### src/rtl/av_arb_pkg.sv
// Shared types and constants for the two-master Avalon-MM arbiter.
package av_arb_pkg;

    // State encodings double as the owner port encodings.
    typedef enum logic [1:0] {
        ST_IDLE = 2'b00,
        ST_OWN0 = 2'b01,
        ST_OWN1 = 2'b10
    } arb_state_t;

    localparam logic [1:0]  OWNER_NONE  = 2'b00;
    localparam logic [1:0]  OWNER_M0    = 2'b01;
    localparam logic [1:0]  OWNER_M1    = 2'b10;

    localparam logic [15:0] AV_ARB_DEAD = 16'hDEAD;

endpackage

### src/rtl/av_arb_timeout_ctr.sv
// Stall counter and sticky flag used by av_bus_arbiter when AV_ARB_TIMEOUT_EN is defined.
module av_arb_timeout_ctr #(
    parameter int TIMEOUT_CYCLES = 255
) (
    input  logic sysclk,
    input  logic sysreset,
    input  logic stall_i,
    input  logic clr_i,
    input  logic tmo_clear_i,
    output logic force_o,
    output logic sticky_o
);
    localparam int CW = $clog2(TIMEOUT_CYCLES + 1);

    logic [CW-1:0] cnt_q, cnt_d;
    logic          sticky_q, sticky_d;

    // The stall cycle that sees TIMEOUT_CYCLES-1 is the one that gets forced.
    assign force_o  = stall_i & (cnt_q == CW'(TIMEOUT_CYCLES - 1));
    assign sticky_o = sticky_q;

    always_comb begin
        cnt_d = cnt_q + 1'b1;
        if (clr_i || !stall_i || force_o) begin
            cnt_d = '0;
        end
        sticky_d = sticky_q;
        if (force_o) begin
            sticky_d = 1'b1;
        end else if (tmo_clear_i) begin
            sticky_d = 1'b0;
        end
    end

    always_ff @(posedge sysclk or posedge sysreset) begin
        if (sysreset) begin
            cnt_q    <= '0;
            sticky_q <= 1'b0;
        end else begin
            cnt_q    <= cnt_d;
            sticky_q <= sticky_d;
        end
    end

endmodule

### src/rtl/av_bus_arbiter.sv
// Round-robin arbiter sharing one Avalon-MM slave between M0 (MCU) and M1 (visor, lockable).
// Define AV_ARB_TIMEOUT_EN to enable forced completion of stuck transfers.
module av_bus_arbiter
    import av_arb_pkg::*;
#(
    parameter int AW             = 16,
    parameter int DW             = 16,
    parameter int TIMEOUT_CYCLES = 255
) (
    input  logic          sysclk,
    input  logic          sysreset,
    input  logic [AW-1:0] m0_address,
    input  logic [DW-1:0] m0_writedata,
    input  logic          m0_write,
    input  logic          m0_read,
    output logic          m0_waitrequest,
    output logic [DW-1:0] m0_readdata,
    input  logic [AW-1:0] m1_address,
    input  logic [DW-1:0] m1_writedata,
    input  logic          m1_write,
    input  logic          m1_read,
    output logic          m1_waitrequest,
    output logic [DW-1:0] m1_readdata,
    input  logic          m1_lock,
    output logic [AW-1:0] s_address,
    output logic [DW-1:0] s_writedata,
    output logic          s_write,
    output logic          s_read,
    input  logic          s_waitrequest,
    input  logic [DW-1:0] s_readdata,
    output logic [1:0]    owner,
    input  logic          tmo_clear,
    output logic          timeout_sticky
);
    arb_state_t state_q, state_d;
    logic       last_m1_q, last_m1_d;
    logic       req0, req1, own_req, stall, force_cmp, complete;

    assign req0     = m0_write | m0_read;
    assign req1     = m1_write | m1_read;
    assign own_req  = (state_q == ST_OWN0) ? req0 :
                      (state_q == ST_OWN1) ? req1 : 1'b0;
    assign stall    = own_req & s_waitrequest;
    assign complete = own_req & (~s_waitrequest | force_cmp);
    assign owner    = state_q;

`ifdef AV_ARB_TIMEOUT_EN
    av_arb_timeout_ctr #(
        .TIMEOUT_CYCLES (TIMEOUT_CYCLES)
    ) u_tmo (
        .sysclk      (sysclk),
        .sysreset    (sysreset),
        .stall_i     (stall),
        .clr_i       (state_d != state_q),
        .tmo_clear_i (tmo_clear),
        .force_o     (force_cmp),
        .sticky_o    (timeout_sticky)
    );
`else
    logic unused_tmo;
    assign unused_tmo     = tmo_clear ^ stall ^ (TIMEOUT_CYCLES == 0);
    assign force_cmp      = 1'b0;
    assign timeout_sticky = 1'b0;
`endif

    always_comb begin
        state_d   = state_q;
        last_m1_d = complete ? (state_q == ST_OWN1) : last_m1_q;
        unique case (state_q)
            ST_IDLE: begin
                if (req0 && req1) begin
                    state_d = last_m1_q ? ST_OWN0 : ST_OWN1;
                end else if (req0) begin
                    state_d = ST_OWN0;
                end else if (req1) begin
                    state_d = ST_OWN1;
                end
            end
            ST_OWN0: begin
                if (!req0 || complete) begin
                    state_d = ST_IDLE;
                end
            end
            ST_OWN1: begin
                // A held lock keeps M1 on the bus so its next transfer needs no bubble.
                if (!req1 || (complete && !m1_lock)) begin
                    state_d = ST_IDLE;
                end
            end
            default: state_d = ST_IDLE;
        endcase
    end

    always_ff @(posedge sysclk or posedge sysreset) begin
        if (sysreset) begin
            state_q   <= ST_IDLE;
            last_m1_q <= 1'b1;
        end else begin
            state_q   <= state_d;
            last_m1_q <= last_m1_d;
        end
    end

    always_comb begin
        s_address      = '0;
        s_writedata    = '0;
        s_write        = 1'b0;
        s_read         = 1'b0;
        m0_waitrequest = 1'b1;
        m1_waitrequest = 1'b1;
        m0_readdata    = '0;
        m1_readdata    = '0;
        unique case (state_q)
            ST_OWN0: begin
                s_address      = m0_address;
                s_writedata    = m0_writedata;
                s_write        = m0_write & ~force_cmp;
                s_read         = m0_read & ~force_cmp;
                m0_waitrequest = s_waitrequest & ~force_cmp;
                m0_readdata    = force_cmp ? DW'(AV_ARB_DEAD) : s_readdata;
            end
            ST_OWN1: begin
                s_address      = m1_address;
                s_writedata    = m1_writedata;
                s_write        = m1_write & ~force_cmp;
                s_read         = m1_read & ~force_cmp;
                m1_waitrequest = s_waitrequest & ~force_cmp;
                m1_readdata    = force_cmp ? DW'(AV_ARB_DEAD) : s_readdata;
            end
            default: ;
        endcase
    end

endmodule

### config.mk
export PLATFORM = sky130hd
export DESIGN_NAME = av_bus_arbiter
export DESIGN_NICKNAME = d
export VERILOG_FILES = /design/src/rtl/av_arb_pkg.sv /design/src/rtl/av_arb_timeout_ctr.sv /design/src/rtl/av_bus_arbiter.sv
export SDC_FILE = /design/constraint.sdc
export NUM_CORES = 1
export LEC_CHECK = 0
export CORE_ASPECT_RATIO = 1.25
export CORE_MARGIN = 1.5
export CORE_UTILIZATION = 21
export DETAILED_ROUTE_END_ITERATION = 7
export PLACE_DENSITY = 0.81
export SLEW_MARGIN = 20
export SYNTH_ARGS = -nofsm -noshare
export SYNTH_HDL_FRONTEND = slang
export SYNTH_SLANG_ARGS = --single-unit
### constraint.sdc
create_clock -name sysclk -period 1.48 [get_ports sysclk]
set_input_delay 0.222 -clock sysclk [delete_from_list [all_inputs] [get_ports sysclk]]
set_output_delay 0.222 -clock sysclk [all_outputs]
set_load 0.02 [all_outputs]
==> flow_summary.ini, run 1 <==
[grt]
global_route.overflow_total = 0
gr-usage-all-layers = 0.206
antenna_violations_before_repair = 0
grt_first_pass_wirelength_mm = 8.56
pin_count_of_the_biggest_net_entering_global_routing = 18
vias_in_the_first_global_route = 1822

[yosys]
synth.ff_latch_count = 3
synthFlopType = sky130_fd_sc_hd__dfrtp_1
synth_enable_flop_cells = 0
netlist.top_cell.by_area = sky130_fd_sc_hd__a22oi_1
post_synth_num_cell_types = 24
synth_top_area_share = 0.252
avg_cell_area_syn_sq_um = 7.08
synth.yosys.seq_area_share = 0.0754
synth_area_sq_mm = 0.00101
synth_top_cells_by_area = sky130_fd_sc_hd__a22oi_1, sky130_fd_sc_hd__nor2b_1, sky130_fd_sc_hd__and2_1
syn_inst = 143
asyncSetResetFlopFracSynth = 1.00
synthesis.nets = 235
yosys_warnings = 0

[timing]
setup_viol = 71
hold_slack_ns = 0.182
final_hold_viol_count = 0
worst_slack_ns = -0.277
max_clock_freq_mhz = 569
min_period_ns = 1.76
worst_clock_skew_ns = 0.000142
timing.final.crit_share = 1.19
final_max_slew_viol_count = 0
grt_setup_unrepaired = yes

[pwr]
irDropWorstVdd_uv = 1000
combPwrFrac = 0.935
sequentialPowerShare = 0.028
power_frac_clock = 0.037
power_density_mw_per_mm2 = 1890
internal_power_mw = 3.71
power_leakage_nw = 1.37
total_power_mw = 6.50
switching_power_mw = 2.79
power_switching_share = 0.430

[setup_path]
setup.worst_path.end_class = output pin
critical_path_required_ns = 1.26
timing.critical_path.fanout_max = 14
path_cells = buf_6 > ha_4 > buf_16 > a22oi_2 > nor2b_4 > buf_6
highest_delay_cell_along_the_critical_path = sky130_fd_sc_hd__dfrtp_2
timing_worst_setup_path_type = register to output pin
worst_path_most_repeated_cell = sky130_fd_sc_hd__buf_6
timing.rr.start = owner[0]$_DFFE_PP0P_
r2r-end = last_m1_q$_DFFE_PP1P_
critical-path-max-stage-delay_ns = 0.42
timing.critical_path.arrival_ns = 1.54
register_to_register_setup_slack_ns = -0.26
setup.worst_path.start_class = register
worstRegToRegCells = 7

[floorplan]
io-pin-count = 160
die_area_sq_mm = 0.00525
die_y_um = 80.6
floorplan.initialDensity = 0.216
placeableCoreArea_sq_mm = 0.00469
die_width_um = 65.1
rows = 28

[cells_and_area]
stdcell_area_sq_mm = 0.00344
design.final.nets = 407
final_common_cell = sky130_fd_sc_hd__clkdlybuf4s50_1
final_cell_count_no_fill = 374
growth_of_design_area_from_synthesis_to_finish_pct = 240
fin_util = 0.734
layout.cells.most_common_list = sky130_fd_sc_hd__clkdlybuf4s50_1, sky130_fd_sc_hd__buf_6, sky130_fd_sc_hd__a22oi_2
diodes = 0
final_layout_size_suffix_gt1_frac = 0.650

[placed_design]
buffer_ports.inserted = 157
dpl-instance-area_sq_mm = 0.00293
placer_congestion = 0.737
placed_cells = 362
hpwlAfterDp_mm = 4.20

[clock_tree]
clock_insertion_delay_at_the_later_pin_of_the_skew_report_ns = 0.21
clk_root_buffer_cell = sky130_fd_sc_hd__clkbuf_8
cts.path.max_buffers = 2
worst_setup_hold_path_clk_slew_ns = 0.03
cts_buffers = 3
cts.sink_count = 3
htree_levels = 1
cts_tree = yes

[min_path]
worstHoldPathType = input pin to async pin

[flow_run]
maxCapViolations = 0

[detailed_routing]
wire_per_inst_um = 16.0
wl_mm = 5.98
routed-via-count = 1751
antenna_left = 0
drtIter0Drc = 29
drt_drc_violations_left = 0
vias_per_cell = 4.68
firstDrtPassIters = 2

[outcome]
outcome = finished with violations
violated_checks = setup timing
## layout make-up
type	instances	area, sq um
timing repair buffer	183	1990
fill	369	1250
multi-input combinational	121	1240
sequential	3	78.8
tap	60	75.1
clock buffer	4	45.0
inverter	3	16.3
## cells in the mapped netlist, types with 2 or more instances
cell,number
sky130_fd_sc_hd__a22oi_1,34
sky130_fd_sc_hd__nor2b_1,34
sky130_fd_sc_hd__and2_1,32
sky130_fd_sc_hd__buf_2,7
sky130_fd_sc_hd__clkbuf_1,7
sky130_fd_sc_hd__ha_1,3
sky130_fd_sc_hd__inv_1,3
sky130_fd_sc_hd__buf_4,2
sky130_fd_sc_hd__dfrtp_1,2
sky130_fd_sc_hd__mux2i_1,2
sky130_fd_sc_hd__nand2b_1,2
sky130_fd_sc_hd__nor2_1,2
sky130_fd_sc_hd__nor2_2,2
## critical path: cells and delay by family (launching register included)
kind	cells	cell delay, ns
buffers and inverters	3	0.43
DFF	1	0.42
adders and majority gates	1	0.20
AOI/OAI and AO/OA	1	0.20
and+or+nand+nor	1	0.06
## power by group through the flow
| stage | registers [mW] | logic, mW | clock network (mW) |
|---|---|---|---|
| after floorplan | 0.202 | 2.70 | 0 |
| after global placement | 0.162 | 4.72 | 0 |
| after detailed placement | 0.168 | 4.77 | 0 |
| after CTS | 0.181 | 5.71 | 0.250 |
| after global routing | 0.189 | 6.38 | 0.257 |
| final | 0.182 | 6.08 | 0.242 |
## logic make-up (layout without fill, tap and decap cells)
kind of cell             Yosys count  after routing  share of synthesized area
AO/OA/AOI/OAI                     40             40                      0.307
adder cells (fa/ha/maj)            3              3                     0.0371
buffers and inverters             19            190                     0.0865
flip-flops                         3              3                     0.0754
multiplexers                       4              4                     0.0457
other                              1              1                    0.00370
AND/OR/NAND/NOR                   73             73                      0.445
## state kept, by name (all words and copies together), names as in the netlist
| register | count |
|---|---|
| last_m1_q | 1 |
| owner | 2 |
## worst max-delay path by stage
stage / from / endpoint / slack (ns) / cells after the start
floorplan: owner[1]$_DFFE_PP0P_ / last_m1_q$_DFFE_PP1P_ / -0.08 / 6
global placement: owner[1]$_DFFE_PP0P_ / s_writedata[14] / -0.47 / 6
detailed placement: owner[1]$_DFFE_PP0P_ / s_writedata[14] / -0.49 / 6
CTS: owner[1]$_DFFE_PP0P_ / s_address[10] / -0.30 / 6
global route: owner[0]$_DFFE_PP0P_ / s_address[14] / -0.33 / 6
finish: owner[1]$_DFFE_PP0P_ / s_address[13] / -0.28 / 6
## per-stage QoR
stage | setup slack (ns) | TNS [ns]
floorplan | -0.0774 | -1.31
detailed placement | -0.489 | -28.24
finish | -0.277 | -13.73
CTS | -0.298 | -14.65
global route | -0.326 | -17.53
global placement | -0.471 | -27.23
## per-layer routing
layer | up-vias | part of all wire | global-route usage
met1 | 810 | 0.35 | 0.220
met2 | 95 | 0.57 | 0.425
li1 | 844 | - | -
met3 | 2 | 0.083 | 0.0378
met5 | - | 0 | 0
met4 | 0 | 0.0017 | 0.0167
## what timing repair did
| action | 4_1_cts | 5_1_grt |
|---|---|---|
| endpoints found under the hold margin | 0 | 0 |
| endpoints found under the setup margin | 73 | 71 |
| cloned | 3 | 0 |
| gates resized for setup | 407 | 64 |
| buffers inserted | 3 | 2 |
| pin swaps | 5 | 10 |
| hold buffers | 0 | 0 |
Note: power is estimated with default switching activity, not from simulation.
==> inputs of run 2 (changes only) <==
CAP_MARGIN = 10   (was default)
==> results of run 2 <==
The final DEF is identical to that of run 1; final timing and power are the same.
